### src/rtl/seq5_pkg.sv
// Shared constants and helpers for the 5-state up/down code stream decoder.
// The generator walks 000 -> 010 -> 011 -> 100 -> 110 -> 000 going forward
// and the reverse of that going backward.
package seq5_pkg;

  // FSM state encodings (plain constants so older code can compare against them)
  localparam logic [1:0] ST_IDLE = 2'd0;
  localparam logic [1:0] ST_ACQ  = 2'd1;
  localparam logic [1:0] ST_LOCK = 2'd2;

  // Relationship of a newly sampled code to the previously stored index
  typedef enum logic [2:0] {
    CLS_FWD,
    CLS_REV,
    CLS_HOLD,
    CLS_SKIP,
    CLS_ILLEGAL
  } cls_t;

  // Generator codes in forward order
  localparam logic [2:0] C0 = 3'b000;
  localparam logic [2:0] C1 = 3'b010;
  localparam logic [2:0] C2 = 3'b011;
  localparam logic [2:0] C3 = 3'b100;
  localparam logic [2:0] C4 = 3'b110;

  // Values reported on err_kind
  localparam logic [1:0] ERR_NONE    = 2'b00;
  localparam logic [1:0] ERR_ILLEGAL = 2'b01;
  localparam logic [1:0] ERR_SKIP    = 2'b10;

  // Next index in forward order, wrapping 4 back to 0
  function automatic logic [2:0] idx_next(input logic [2:0] p);
    return (p == 3'd4) ? 3'd0 : p + 3'd1;
  endfunction

endpackage

### src/rtl/seq5_code2idx.sv
// Combinational map from a raw generator code to its index 0..4.
// The three codes the generator never produces are reported as not legal.
module seq5_code2idx
  import seq5_pkg::*;
(
  input  logic [2:0] code,
  output logic       legal,
  output logic [2:0] idx
);

  // Look up the code; unknown codes give legal=0 and idx=0
  always_comb begin
    legal = 1'b1;
    idx   = 3'd0;
    case (code)
      C0:      idx = 3'd0;
      C1:      idx = 3'd1;
      C2:      idx = 3'd2;
      C3:      idx = 3'd3;
      C4:      idx = 3'd4;
      default: legal = 1'b0;
    endcase
  end

endmodule

### src/rtl/seq5_track_decoder.sv
// Receive-side tracker for the 5-state up/down code stream.
// Decodes each sampled code, classifies it against the previous index,
// runs an IDLE/ACQ/LOCK acquisition FSM, keeps a wrapping position
// count while locked and a saturating error count.
module seq5_track_decoder
  import seq5_pkg::*;
#(
  parameter int LOCK_N = 4,
  parameter int POS_W  = 8,
  parameter int ERR_W  = 8
) (
  input  logic             clk,
  input  logic             reset,
  input  logic             code_valid,
  input  logic [2:0]       code_in,
  output logic [2:0]       index,
  output logic             dir,
  output logic             locked,
  output logic             err,
  output logic [1:0]       err_kind,
  output logic [ERR_W-1:0] err_count,
  output logic [POS_W-1:0] pos
);

  localparam int CNT_W = $clog2(LOCK_N + 1);
  localparam logic [CNT_W-1:0] LOCK_TARGET = CNT_W'(LOCK_N);

  logic [1:0]       state;
  logic [CNT_W-1:0] lock_cnt;
  logic [CNT_W-1:0] lock_cnt_inc;
  logic             code_legal;
  logic [2:0]       code_idx;
  cls_t             cls;
  logic             err_event;
  logic [1:0]       err_kind_next;

  seq5_code2idx u_code2idx (
    .code  (code_in),
    .legal (code_legal),
    .idx   (code_idx)
  );

  assign lock_cnt_inc = lock_cnt + 1'b1;
  assign locked       = (state == ST_LOCK);

  // Classify the new code against the stored index, which doubles as prev
  always_comb begin
    cls = CLS_SKIP;
    if (!code_legal)
      cls = CLS_ILLEGAL;
    else if (code_idx == idx_next(index))
      cls = CLS_FWD;
    else if (index == idx_next(code_idx))
      cls = CLS_REV;
    else if (code_idx == index)
      cls = CLS_HOLD;
  end

  // An error is an illegal code in any state, or a skip once tracking has started
  always_comb begin
    err_event     = 1'b0;
    err_kind_next = ERR_NONE;
    if (code_valid) begin
      if (cls == CLS_ILLEGAL && (state == ST_IDLE || state == ST_ACQ || state == ST_LOCK)) begin
        err_event     = 1'b1;
        err_kind_next = ERR_ILLEGAL;
      end else if (cls == CLS_SKIP && (state == ST_ACQ || state == ST_LOCK)) begin
        err_event     = 1'b1;
        err_kind_next = ERR_SKIP;
      end
    end
  end

  // Error flag is a single-cycle pulse; the counter sticks at all-ones
  always_ff @(posedge clk or posedge reset) begin
    if (reset) begin
      err       <= 1'b0;
      err_kind  <= ERR_NONE;
      err_count <= '0;
    end else begin
      err      <= err_event;
      err_kind <= err_kind_next;
      if (err_event && err_count != '1)
        err_count <= err_count + 1'b1;
    end
  end

  // Acquisition FSM, index/direction tracking and position accumulation
  always_ff @(posedge clk or posedge reset) begin
    if (reset) begin
      state    <= ST_IDLE;
      index    <= 3'd0;
      dir      <= 1'b0;
      lock_cnt <= '0;
      pos      <= '0;
    end else if (code_valid) begin
      case (state)
        ST_IDLE: begin
          if (cls != CLS_ILLEGAL) begin
            index    <= code_idx;
            lock_cnt <= '0;
            state    <= ST_ACQ;
          end
        end
        ST_ACQ: begin
          case (cls)
            CLS_FWD, CLS_REV: begin
              dir   <= (cls == CLS_REV);
              index <= code_idx;
              if (lock_cnt_inc == LOCK_TARGET) begin
                state    <= ST_LOCK;
                lock_cnt <= '0;
              end else begin
                lock_cnt <= lock_cnt_inc;
              end
            end
            CLS_SKIP: begin
              index    <= code_idx;
              lock_cnt <= '0;
            end
            CLS_ILLEGAL: state <= ST_IDLE;
            default: ;
          endcase
        end
        ST_LOCK: begin
          case (cls)
            CLS_FWD: begin
              dir   <= 1'b0;
              index <= code_idx;
              pos   <= pos + 1'b1;
            end
            CLS_REV: begin
              dir   <= 1'b1;
              index <= code_idx;
              pos   <= pos - 1'b1;
            end
            CLS_SKIP: begin
              index    <= code_idx;
              lock_cnt <= '0;
              state    <= ST_ACQ;
            end
            CLS_ILLEGAL: state <= ST_IDLE;
            default: ;
          endcase
        end
        default: state <= ST_IDLE;
      endcase
    end
  end

endmodule

### config.mk
export PLATFORM = sky130hd
export DESIGN_NAME = seq5_track_decoder
export DESIGN_NICKNAME = d
export VERILOG_FILES = /design/src/rtl/seq5_pkg.sv /design/src/rtl/seq5_code2idx.sv /design/src/rtl/seq5_track_decoder.sv
export SDC_FILE = /design/constraint.sdc
export NUM_CORES = 1
export LEC_CHECK = 0
export CELL_PAD_IN_SITES_DETAIL_PLACEMENT = 1
export CELL_PAD_IN_SITES_GLOBAL_PLACEMENT = 2
export CORE_MARGIN = 1
export CORE_UTILIZATION = 36
export CTS_BUF_LIST = sky130_fd_sc_hd__clkbuf_8
export DETAILED_ROUTE_END_ITERATION = 10
export PLACE_DENSITY_LB_ADDON = 0.1
export SLEW_MARGIN = 20
export SYNTH_ARGS = -nofsm -noshare
export SYNTH_HDL_FRONTEND = slang
export SYNTH_SLANG_ARGS = --single-unit
export TNS_END_PERCENT = 100
### constraint.sdc
create_clock -name clk -period 4 [get_ports clk]
set_input_delay 0.8 -clock clk [delete_from_list [all_inputs] [get_ports clk]]
set_output_delay 0.8 -clock clk [all_outputs]
set_load 0.03 [all_outputs]
==> summary.txt, run 1 <==
Synth
  – Synth warn: 0
  – Adder-Cell Fraction of Synth Area: 9.95%
  – Synth Area per Inst: 9.85 µm²
  – XOR/XNOR Fraction of Synth Area: 5.87%
  – Post-synthesis cell area: 2090 µm²
  – Largest family of logic cells by synthesized area: simple AND/OR/NAND/NOR gates
  – Post-synth EDFFs: 0
  – Sequential share of the synthesized area: 33.6%
  – Post-synth top flop: dfrtp_1
  – Syn Nets: 234
  – Post-synth top cells: dfrtp_1, inv_1, ha_1
  – Synth Area in Simple Gates: 20.7%
  – Async S/R FF share, synth: 100%
  – Synth Instances: 212
  – #FFs+latches synth: 28
  – Yosys top cell area share: 33.6%
  – Compound-Gate Fraction of Synth Area: 17.6%
  – Largest area contributor in the netlist: dfrtp_1
  – Mux cell area share after synthesis: 6.83%
  – Unique masters post-synth: 62
  – Ranking of synthesized cells by area: dfrtp_1, ha_1, xnor2_1
  – Most frequent cell after synthesis: dfrtp_1

Die
  – Row count: 27
  – Io pins: 30
  – Full die area: 6110 µm²
  – Initial Util: 37.7%
  – Core box area: 5540 µm²
  – Die height: 78.2 µm
  – Die Wd: 78.2 µm

Global routing
  – Vias in the first global route: 1,909
  – GR Layer Usage met2: 32.2%
  – First-pass GRT wire length: 8800 µm
  – Largest net degree at the start of global routing: 29
  – Gr ovfl total: 0
  – Initial antenna violation count: 0
  – Met1 usage: 21.9%
  – GRT busiest layer: met2
  – GRT Resource Usage Total: 17.8%
  – GR Util met3: 3.14%

Placed design
  – Placed inst area: 2500 µm²
  – Placer Congestion: 0.855
  – Post-Place Setup Slack: 13.2 ps
  – Count of buffers from port buffering: 29
  – Post-DP HPWL: 3770 µm

Final layout
  – Final instance area: 2570 µm²
  – Register area: 701 µm²
  – # diodes: 0
  – Final Util: 46.3%
  – Area Growth Syn to Fin: 22.9%
  – Area of the multi-input gates: 1270 µm²
  – FILL cells: 637
  – Final nets: 270
  – Fraction of layout cells with a size suffix above 1: 15.0%

Drt
  – Avg Vias per Cell: 5.43
  – Number of DRC markers in iteration 0: 46
  – Vias: 1,731
  – Antenna violation net count after detailed routing: 0
  – Final wirelength: 4920 µm
  – Router iterations before antenna repair: 4
  – Avg WL per Cell: 15.4 µm
  – Drc violations: 0

Run
  – Max_cap viols: 0

Critical path
  – Worst R2R End: pos[6]$_DFFE_PP0P_
  – Worst R2R Start: index[1]$_DFFE_PP0P_
  – Crit path max-delay family: compound AO/OA/AOI/OAI gates
  – Slowest-stage cell, CP: clkdlybuf4s50_1
  – R2R depth: 15
  – CP dominant cell by count: a21oi_1
  – Critical Path End Type: register
  – Worst path cell trace: clkdlybuf4s50_1 -> nor4bb_1 -> a311o_1 -> a21oi_1 -> a21oi_1 -> inv_1 -> fa_1 -> inv_1 -> a21o_1 -> a21oi_1 -> o21bai_1 -> a21oi_1 -> xnor2_1 -> mux2_2
  – CP peak stage delay: 620 ps
  – Reg2Reg Setup Slack: 680 ps
  – Max FO, Critical Path: 8
  – Crit path kind: input pin to register
  – Worst EP required: 4160 ps
  – Worst path arrival time: 3900 ps
  – Worst path bufs/invs: 3
  – Worst setup SP type: input pin

Power
  – Maximum vdd drop: 289 µV
  – Seq pwr share: 31.0%
  – Sw frac: 43.0%
  – Clock power share: 16.4%
  – P_sw: 0.000592 W
  – Internal power: 0.000786 W
  – Combinational power share: 52.6%
  – Pwr Density: 537 nW/µm²
  – P_leak: 1.14 nW

Clock network
  – CTS tree: done
  – H-tree depth: 1
  – Post-CTS Hold Buffers: 0
  – Clock sinks: 28
  – CTS Buf Count: 3
  – Clock-pin slew on the worst setup and hold paths: 90 ps
  – Root Buffer: clkbuf_8
  – Clock Latency Late Sink: 280 ps
  – Max clock buf depth: 2
  – Post-CTS Setup Inserts: 0
  – Post-cts sizing count: 0

STA
  – RSZ-0062 raised after global routing: no
  – Tcrit/Tclk final: 93.4%
  – Slew Limit Fails: 0
  – Worst Max-Slew Pin Slew: 660 ps
  – Final-report hold violation count: 0
  – Relative slew slack: 56.0%
  – Fin Setup TNS: 0 ps
  – Final Critical Period: 3730 ps
  – Highest clock rate: 268 MHz
  – Post-route setup slack: 265 ps
  – Final setup viols: 0
  – Worst Clk Skew: 10.5 ps

Worst hold path
  – Worst Hold Class: register to register
  – Hold depth: 1
  – Hold endpoint: pos[7]$_DFFE_PP0P_
  – HP Start: pos[7]$_DFFE_PP0P_

Outcome
  – Outcome: completed
worst max-delay path by stage:
stage                          start            endpoint  cells past startpoint
after floorplan           code_in[2]  pos[6]$_DFFE_PP0P_                     12
after global placement    code_in[0]  pos[6]$_DFFE_PP0P_                     15
after detailed placement  code_in[1]  pos[6]$_DFFE_PP0P_                     14
after CTS                 code_in[1]  pos[6]$_DFFE_PP0P_                     14
after global routing      code_in[1]  pos[6]$_DFFE_PP0P_                     14
final                     code_in[1]  pos[6]$_DFFE_PP0P_                     14
worst reg2reg max path: stages (launching register included):
cell      delay, ps
dfrtp_1         590
inv_1           160
ha_1            230
a21oi_1         220
o21a_1          200
nor4_4           60
a21oi_1         350
inv_1           100
fa_1            410
inv_1            70
a21o_1          110
a21oi_1          90
o21bai_1        140
a21oi_1          90
xnor2_1         120
mux2_2          260
layer usage:
| metal | up-vias | routed length (µm) | part of all wire, % |
|---|---|---|---|
| met3 | 6 | 122 | 2.5 |
| met2 | 23 | 2500 | 51 |
| met5 | - | 0 | 0 |
| met1 | 872 | 2230 | 45 |
| met4 | 0 | 57 | 1.2 |
| li1 | 830 | - | - |
registers in the layout, indices dropped and copies added (netlist names):
register and count:
index 3, dir 1, pos 8, err_count 8, err_kind 2, lock_cnt 3, err 1, state 2
layout by cell type (no fill, tap or decap), types with 4 or more instances in the layout:
| cell type | Yosys | routed |
|---|---|---|
| nand3_1 | 8 | 8 |
| clkdlybuf4s50_1 | 0 | 29 |
| nand2b_1 | 4 | 4 |
| inv_1 | 18 | 17 |
| ha_1 | 15 | 15 |
| mux2_2 | 7 | 7 |
| xnor2_1 | 10 | 10 |
| nand2_1 | 11 | 11 |
| dfrtp_1 | 28 | 28 |
| buf_4 | 2 | 10 |
| nor3_1 | 5 | 5 |
| o21ai_0 | 6 | 6 |
| a21oi_1 | 12 | 12 |
| xor2_1 | 4 | 4 |
| nor2_1 | 12 | 12 |
final cells by class:
type	instances	share of cell area (%)
clock inverter	1	1.17
multi-input combinational	158	49.6
clock buffer	3	1.61
inverter	18	2.63
sequential	28	27.3
tap	72	3.51
timing repair buffer	39	14.2
power by group through the flow:
stage | clock (W) | combinational (W) | sequential (W)
floorplan | 0 | 0.000451 | 0.000491
global placement | 0 | 0.000707 | 0.000427
detailed placement | 0 | 0.000729 | 0.000433
CTS | 0.000233 | 0.000732 | 0.000429
global route | 0.000248 | 0.000796 | 0.000441
finish | 0.000226 | 0.000725 | 0.000427
metrics by stage:
stage | power [W] | cells | hold slack (ps)
after global placement | 0.00113 | 315 | 489
after CTS | 0.00139 | 319 | 507
final | 0.00138 | 319 | 499
after detailed placement | 0.00116 | 315 | 491
after floorplan | 0.000942 | 212 | 483
after global routing | 0.00148 | 319 | 511
cells by family after synthesis:
group | after synthesis
and+or+nand+nor | 68
muxes | 13
AOI/OAI and AO/OA | 47
buffers and inverters | 26
DFF | 28
xor gates and xnor gates | 14
adders and majority gates | 16
Power figures use the tool's default switching activity.
==> run 2, diff against run 1 <==
--- a/config.mk
+++ b/config.mk
@@ -5,6 +5,7 @@
 export SDC_FILE = /design/constraint.sdc
 export NUM_CORES = 1
 export LEC_CHECK = 0
+export CAP_MARGIN = 20
 export CELL_PAD_IN_SITES_DETAIL_PLACEMENT = 1
 export CELL_PAD_IN_SITES_GLOBAL_PLACEMENT = 2
 export CORE_MARGIN = 1
==> run 2 against run 1 <==
- global-route usage grew 0.11 points
- register-to-register slack gained 20 ps
- sequential power hardly changed
- critical path depth unchanged
- worst hold slack gained 6.2 ps
- sequential share of layout area fell by 0.16 points
- wire length down 0.20%
- critical path type unchanged
- first-iteration DRC count grew 50%
- clock skew fell by 2.6 ps
- die area is the same
==> summary.txt, run 2 (synthesized netlist as in run 1, its figures left out) <==
Global routing
  – GRT Resource Usage Total: 17.9% (+0.11 points)
  – Vias in the first global route: 1,831 (-4.1%)
  – First-pass GRT wire length: 8760 µm (-0.39%)
  – Gr ovfl total: 0 (unchanged)
  – Largest net degree at the start of global routing: 20 (-31%)
  – Initial antenna violation count: 0 (unchanged)

STA
  – RSZ-0062 raised after global routing: no
  – Highest clock rate: 272 MHz (+1.5%)
  – Fin Setup TNS: 0 ps (unchanged)
  – Final-report hold violation count: 0 (unchanged)
  – Hold WS: 505 ps (+6.24 ps)
  – Slew Limit Fails: 0 (unchanged)
  – Tcrit/Tclk final: 92.0% (-1.4 points)
  – Relative slew slack: 55.7% (-0.34 points)
  – Final setup viols: 0 (unchanged)
  – Post-route setup slack: 321 ps (+55.7 ps)
  – Worst Clk Skew: 7.85 ps (-2.63 ps)
  – Final Critical Period: 3680 ps (-55.7 ps)
  – Worst Max-Slew Pin Slew: 665 ps (+5.16 ps)

Clock network
  – Max clock buf depth: 2 (unchanged)
  – CTS Buf Count: 3 (unchanged)
  – CTS tree: done
  – H-tree depth: 1 (unchanged)
  – Clock Latency Late Sink: 290 ps (about the same)
  – Post-CTS Hold Buffers: 0 (unchanged)
  – Clock-pin slew on the worst setup and hold paths: 110 ps (+20 ps)
  – Post-cts sizing count: 0 (unchanged)
  – Root Buffer: clkbuf_8
  – Post-CTS Setup Inserts: 0 (unchanged)
  – Clock sinks: 28 (unchanged)

Critical path
  – Worst path arrival time: 3860 ps (-40 ps)
  – Critical Path End Type: register
  – Max FO, Critical Path: 8 (unchanged)
  – Worst setup SP type: input pin
  – Worst EP required: 4180 ps (+20 ps)
  – Crit path kind: input pin to register
  – Crit path from: code_in[1]
  – Worst R2R Start: index[1]$_DFFE_PP0P_

Drt
  – Avg Vias per Cell: 5.34 (-1.5%)
  – Router iterations before antenna repair: 4 (unchanged)
  – Final wirelength: 4910 µm (-0.20%)
  – Number of DRC markers in iteration 0: 69 (+50%)
  – Vias: 1,710 (-1.2%)
  – Antenna violation net count after detailed routing: 0 (unchanged)
  – Drc violations: 0 (unchanged)
  – Avg WL per Cell: 15.3 µm (-0.52%)

Run
  – Max_cap viols: 0 (unchanged)

Final layout
  – Most common cell after layout, fill and taps aside: clkdlybuf4s50_1
  – Area Growth Syn to Fin: 23.7%
  – Post-route non-filler standard cell count: 320 (+0.31%)
  – Top flop regs: err_count x8, pos x8
  – Most frequent cells in the layout: clkdlybuf4s50_1, dfrtp_1, inv_1
  – Area of the multi-input gates: 1270 µm² (unchanged)
  – FILL cells: 641 (+0.63%)
  – Register area: 701 µm² (unchanged)
  – Fraction of layout cells with a size suffix above 1: 14.9% (-0.060 points)
  – # diodes: 0 (unchanged)
  – Final nets: 271 (+0.37%)

Power
  – Pwr Density: 535 nW/µm² (-0.33%)
  – Maximum vdd drop: 267 µV (-7.8%)
  – P_leak: 1.14 nW (+0.75%)

Die
  – Die Wd: 78.2 µm (unchanged)
  – Die height: 78.2 µm (unchanged)
  – Row count: 27 (unchanged)
  – Io pins: 30 (unchanged)
  – Full die area: 6110 µm² (unchanged)
  – Core box area: 5540 µm² (unchanged)
  – Initial Util: 37.7% (unchanged)

Placed design
  – Post-Place Setup Slack: 6.18 ps (-7.03 ps)
  – Post-DP HPWL: 3830 µm (+1.5%)
  – Dpl cells: 316 (+0.32%)
  – Placer Congestion: 0.855 (unchanged)
  – Count of buffers from port buffering: 29 (unchanged)

Worst hold path
  – Worst Hold Class: register to register
  – HP Start: pos[7]$_DFFE_PP0P_

Outcome
  – Outcome: completed
## run 2: critical path, stage by stage
cell	delay, ps
clkdlybuf4s50_1	600
nor4bb_1	480
a311o_1	180
a21oi_1	80
a21oi_1	320
inv_1	100
fa_1	410
inv_1	70
a21o_1	110
a21oi_1	90
o21bai_1	140
a21oi_1	90
xnor2_1	120
mux2_2	250
## run 2: per-stage QoR
step / area [µm²] / util [%] / power, W
final: 2580 / 46.6 / 0.00138
after global routing: 2580 / 46.6 / 0.00149
after CTS: 2580 / 46.6 / 0.00140
after detailed placement: 2510 / 45.3 / 0.00116
after global placement: 2500 / 45.1 / 0.00113
after floorplan: 2090 / - / 0.000942
## run 2: per-layer routing
layer | track usage (%) | wire, µm
met1 | 23.0 | 2220
met2 | 31.5 | 2540
met3 | 2.33 | 95
met4 | 4.44 | 51
met5 | 0 | 0
## run 2: path summary, 6_finish.rpt
path / to / slack, ps / cells after the start
worst max-delay path: pos[6]$_DFFE_PP0P_ / 320 / 14
worst min-delay path: pos[7]$_DFFE_PP0P_ / 500 / 1
worst max register to register: pos[6]$_DFFE_PP0P_ / 700 / 15
worst min register to register: pos[7]$_DFFE_PP0P_ / 500 / 1
max in group asynchronous: lock_cnt[0]$_DFFE_PP0P_ / 2690 / 3
min in group asynchronous: pos[6]$_DFFE_PP0P_ / 820 / 2
## run 2: area by class of cell
class / count / area share, %
Clock inverter: 1 / 1.16
Clock buffer: 3 / 1.60
Inverter: 18 / 2.62
Timing Repair Buffer: 40 / 14.7
Sequential cell: 28 / 27.1
Multi-Input combinational cell: 158 / 49.3
Tap cell: 72 / 3.49
## run 2: power breakdown
group / switching (W) / total [W] / leakage [nW] / internal (W)
combinational: 0.000407 / 0.000722 / 0.745 / 0.000315
sequential: 0.0000894 / 0.000428 / 0.363 / 0.000338
clock: 0.0000978 / 0.000232 / 0.0357 / 0.000134
total: 0.000595 / 0.00138 / 1.14 / 0.000787
